<file path="src/rtl/bird_pkg.sv">
// Shared definitions for the bird controller: FSM state encoding and the
// default playfield / motion constants.
package bird_pkg;

    typedef enum logic [1:0] {
        IDLE = 2'd0,
        PLAY = 2'd1,
        DEAD = 2'd2
    } state_t;

    localparam int ROWS      = 16;
    localparam int START_ROW = 8;
    localparam int FLAP_RISE = 2;
    localparam int MAX_FALL  = 2;

endpackage

</file>
<file path="src/rtl/edge_detect.sv">
// Rising-edge detector for the flap key: one pulse per low-to-high transition.
module edge_detect (
    input  logic clk,
    input  logic reset,
    input  logic in,
    output logic pulse
);

    logic prev;

    // Previous sample starts high so a key held through reset never fires.
    always_ff @(posedge clk) begin
        if (reset) begin
            prev <= 1'b1;
        end else begin
            prev <= in;
        end
    end

    assign pulse = in & ~prev;

endmodule

</file>
<file path="src/rtl/bird_control.sv">
// Bird motion FSM: IDLE / PLAY / DEAD with flap climbs, gravity falls,
// floor death and collision death. Outputs decode registered state only.
module bird_control #(
    parameter int ROWS      = bird_pkg::ROWS,
    parameter int START_ROW = bird_pkg::START_ROW,
    parameter int FLAP_RISE = bird_pkg::FLAP_RISE,
    parameter int MAX_FALL  = bird_pkg::MAX_FALL
) (
    input  logic                    clk,
    input  logic                    reset,
    input  logic                    incr,
    input  logic                    flap,
    input  logic                    hit,
    output logic [$clog2(ROWS)-1:0] bird_row,
    output logic                    playing,
    output logic                    game_over
);

    import bird_pkg::*;

    localparam int RW = $clog2(ROWS);
    localparam int SW = RW + 2;
    localparam logic [RW-1:0] START = RW'(START_ROW);
    localparam logic [RW-1:0] LAST  = RW'(ROWS - 1);

    state_t          state, state_n;
    logic [RW-1:0]   row_n;
    logic [RW-1:0]   fall_vel, vel_n, fall_inc;
    logic            pending, pend_n;
    logic            flap_ev;
    logic [SW-1:0]   sum;

    // Climb saturates at the top row instead of wrapping.
    function automatic logic [RW-1:0] climb(input logic [RW-1:0] row);
        if ({2'b00, row} < SW'(FLAP_RISE)) begin
            return '0;
        end
        return RW'({2'b00, row} - SW'(FLAP_RISE));
    endfunction

    function automatic logic [RW-1:0] accel(input logic [RW-1:0] vel);
        if (vel >= RW'(MAX_FALL)) begin
            return RW'(MAX_FALL);
        end
        return vel + RW'(1);
    endfunction

    edge_detect u_flap_edge (
        .clk   (clk),
        .reset (reset),
        .in    (flap),
        .pulse (flap_ev)
    );

    always_comb begin
        state_n  = state;
        row_n    = bird_row;
        vel_n    = fall_vel;
        pend_n   = pending;
        fall_inc = accel(fall_vel);
        sum      = {2'b00, bird_row} + {2'b00, fall_inc};
        case (state)
            IDLE: begin
                row_n  = START;
                vel_n  = '0;
                pend_n = 1'b0;
                if (flap_ev) begin
                    state_n = PLAY;
                end
            end
            PLAY: begin
                if (hit) begin
                    state_n = DEAD;
                    pend_n  = 1'b0;
                end else if (incr) begin
                    pend_n = 1'b0;
                    if (pending || flap_ev) begin
                        row_n = climb(bird_row);
                        vel_n = '0;
                    end else begin
                        vel_n = fall_inc;
                        // Wide sum so a low bird plus velocity cannot wrap past the floor.
                        if (sum > SW'(ROWS - 1)) begin
                            row_n   = LAST;
                            state_n = DEAD;
                        end else begin
                            row_n = RW'(sum);
                        end
                    end
                end else if (flap_ev) begin
                    pend_n = 1'b1;
                end
            end
            DEAD: begin
                pend_n = 1'b0;
                if (flap_ev) begin
                    state_n = IDLE;
                    row_n   = START;
                    vel_n   = '0;
                end
            end
            default: begin
                state_n = IDLE;
                row_n   = START;
                vel_n   = '0;
                pend_n  = 1'b0;
            end
        endcase
    end

    always_ff @(posedge clk) begin
        if (reset) begin
            state    <= IDLE;
            bird_row <= START;
            fall_vel <= '0;
            pending  <= 1'b0;
        end else begin
            state    <= state_n;
            bird_row <= row_n;
            fall_vel <= vel_n;
            pending  <= pend_n;
        end
    end

    assign playing   = (state == PLAY);
    assign game_over = (state == DEAD);

endmodule
</file>
<file path="config.mk">
export PLATFORM = sky130hd
export DESIGN_NAME = bird_control
export DESIGN_NICKNAME = d
export VERILOG_FILES = /design/src/rtl/bird_pkg.sv /design/src/rtl/edge_detect.sv /design/src/rtl/bird_control.sv
export SDC_FILE = /design/constraint.sdc
export NUM_CORES = 1
export LEC_CHECK = 0
export CAP_MARGIN = 25
export CORE_UTILIZATION = 51
export DETAILED_ROUTE_END_ITERATION = 10
export PLACE_DENSITY = 0.82
export SYNTH_ARGS = -nofsm -noshare
export SYNTH_HDL_FRONTEND = slang
export SYNTH_HIERARCHICAL = 1
export SYNTH_SLANG_ARGS = --single-unit
</file>
<file path="constraint.sdc">
create_clock -name clk -period 2.9 [get_ports clk]
set_input_delay 0.87 -clock clk [delete_from_list [all_inputs] [get_ports clk]]
set_output_delay 0.87 -clock clk [all_outputs]
set_load 0.01 [all_outputs]
</file>
==> flow_metrics.tcl <==
set metrics [dict create \
    status "finished clean" \
    fin_area_um2 897 \
    finalCoreUtilization 0.673 \
    postPlaceCellArea_um2 861 \
    cts.sinks 12 \
    wl_per_cell_um 14.7 \
    postSynthNetCount 96 \
    cts_hold_buf 0 \
    grt_usage 0.235 \
    initialDrtViolationCount 13 \
    yosys-top-cells-area "dfxtp_1 (32%), ha_1 (12%), nor2_1 (4.5%)" \
    cts_tree "built" \
    drv_cap 0 \
    grt_first_pass_wirelength_um 2430 \
    ys_top_cells_by_count "dfxtp_1 (12), nor2_1 (9), ha_1 (7)" \
    syn_inst 83 \
    io_buffers 10 \
    dieHeight_um 40.3 \
    synth_area_per_cell_um2 9.03 \
    synth_top_cell_area_share 0.321 \
    place_hpwl_um 1250 \
    synthFlopType "dfxtp_1" \
    path_max_fanout 4 \
    fmax_mhz 405 \
    cts-htree-levels 1 \
    fillers 113 \
    slowest_stage "fa_1" \
    max_stage_delay_ns 0.46 \
    final-setup-viol-count 0 \
    ant_nets 0 \
    cts-resized-gates 0 \
    hold_viol 0 \
    dieArea_um2 1630 \
    rsz0062_at_grt "no" \
    clock_skew_ns 0.00992 \
    nets 110 \
    setup_tns_ns 0 \
    rows 13 \
    clk_path_buf_depth 2 \
    start_util 0.562 \
    coreArea_um2 1330 \
    crit_required_ns 3.05 \
    synth.distinct_cells 39 \
    synth_most_common_cell "dfxtp_1" \
    synth-seq-cells 12 \
    crit_chain "inv_1 -> ha_1 -> nor4_1 -> nand2_1 -> fa_1 -> nand3_1 -> nand2_1 -> o311ai_0 -> o31ai_1" \
    start_kind "flip-flop" \
    cp-startpoint "fall_vel[0]" \
    grt_pass1_vias 594 \
    netlist_area_um2 749 \
    drive_above_1_share 0.0938 \
    vias 690 \
    leakagePower_nw 0.374 \
    timing.hold.ws_ns 0.471 \
    ys_seq_area_frac 0.321 \
    diodes 0 \
    ys_async_sr_fraction 0 \
    numCtsBuffers 3 \
    clk_pin_slew_worst_paths_ns 0.09 \
    synthToLayoutAreaGrowth_pct 19.7 \
    crit_arrival_ns 2.61 \
    power.density_nw_per_um2 391 \
    yosysTopAreaCell "dfxtp_1" \
    grt_overflow_total 0 \
    post-cts-setup-buffers 0 \
    clock-root-buffer "clkbuf_4" \
    clk_latency_ns 0.28 \
    min_path_type "reg2reg" \
    first_pass_iters 4 \
    yosysWarnings 6 \
    peakVddDrop_mv 0.249 \
    place_congestion 0.768 \
    cp-end-kind "flip-flop" \
    grt_max_degree 12 \
    worstHoldStart "fall_vel[3]" \
    synth-edff-count 0 \
    timing.rr.start "fall_vel[0]" \
    drc 0 \
    multi_input_area_um2 475 \
    fp.dieW_um 40.3 \
    worst_path_most_repeated_cell "nand2_1" \
    ios 11 \
    vias_per_cell 6.22 \
    seqCellArea_um2 240 \
    drt_wl_total_um 1630 \
    period_share 0.851 \
    antenna_found_initial 0 \
    drv_slew 0 \
    period_needed_ns 2.47 \
    critPathKind "reg2reg" \
]
==> per-stage QoR <==
stage,setup slack (ns),power [mW],cells
finish,0.433,0.350,111
global route,0.292,0.360,111
CTS,0.409,0.350,111
detailed placement,0.398,0.215,107
global placement,0.462,0.213,107
floorplan,0.775,0.199,83
==> where the power goes <==
group          internal, mW  switching [mW]
registers             0.167         0.00302
clock network        0.0764          0.0626
logic                0.0188          0.0223
==> sequential cells by signal, indices dropped and copies added, names as in the netlist <==
name	flops
fall_vel	4
state	2
u_flap_edge/prev	1
pending	1
bird_row	4
==> placed cells by master, fill, tap and decap left out, drive strengths merged, types with 2 or more instances in the layout <==
master | synthesis | final
o21ai | 5 | 5
ha | 7 | 7
a22oi | 3 | 3
clkbuf | 1 | 4
nor2b | 2 | 2
o311ai | 2 | 2
dfxtp | 12 | 12
and2 | 3 | 3
a21oi | 4 | 4
nand2b | 2 | 2
nand2 | 3 | 3
inv | 5 | 5
nor2 | 9 | 9
or2 | 2 | 2
clkdlybuf4s50 | 0 | 10
nor4b | 2 | 2
==> cell families after synthesis <==
logic type      Yosys count  share of synthesized area
fa+ha+maj                 8                      0.144
xor+xnor                  2                     0.0234
buf+inv                   7                     0.0451
other cells               1                    0.00500
flops                    12                      0.321
simple gates             30                      0.244
compound gates           23                      0.219
==> worst max-delay path, delay by kind of cell, from the launching register on <==
family,cells,cell delay [ns]
adder cells (fa/ha/maj),2,0.65
AO/OA/AOI/OAI,2,0.51
buffers and inverters,1,0.06
AND/OR/NAND/NOR,4,0.75
flip-flops,1,0.36
==> path summary, 6_finish.rpt <==
check	to	slack, ns	cells after the start
worst max-delay path	bird_row[1]	0.43	9
worst min-delay path	fall_vel[3]	0.47	1
worst max register to register	bird_row[1]	0.43	9
worst min register to register	fall_vel[3]	0.47	1
==> metal layers <==
metal | wire length, µm | global-route usage
met1 | 732 | 0.254
met5 | 0 | 0
met4 | 14 | 0.0750
met3 | 86 | 0.0833
met2 | 795 | 0.421
==> layout make-up <==
class / count / area share
Inverter: 5 / 0.0209
Timing Repair Buffer: 11 / 0.120
Sequential cell: 12 / 0.268
Clock buffer: 4 / 0.0404
Tap cell: 15 / 0.0209
Multi-Input combinational cell: 64 / 0.530
No activity file was read; power rests on OpenSTA's default activity.
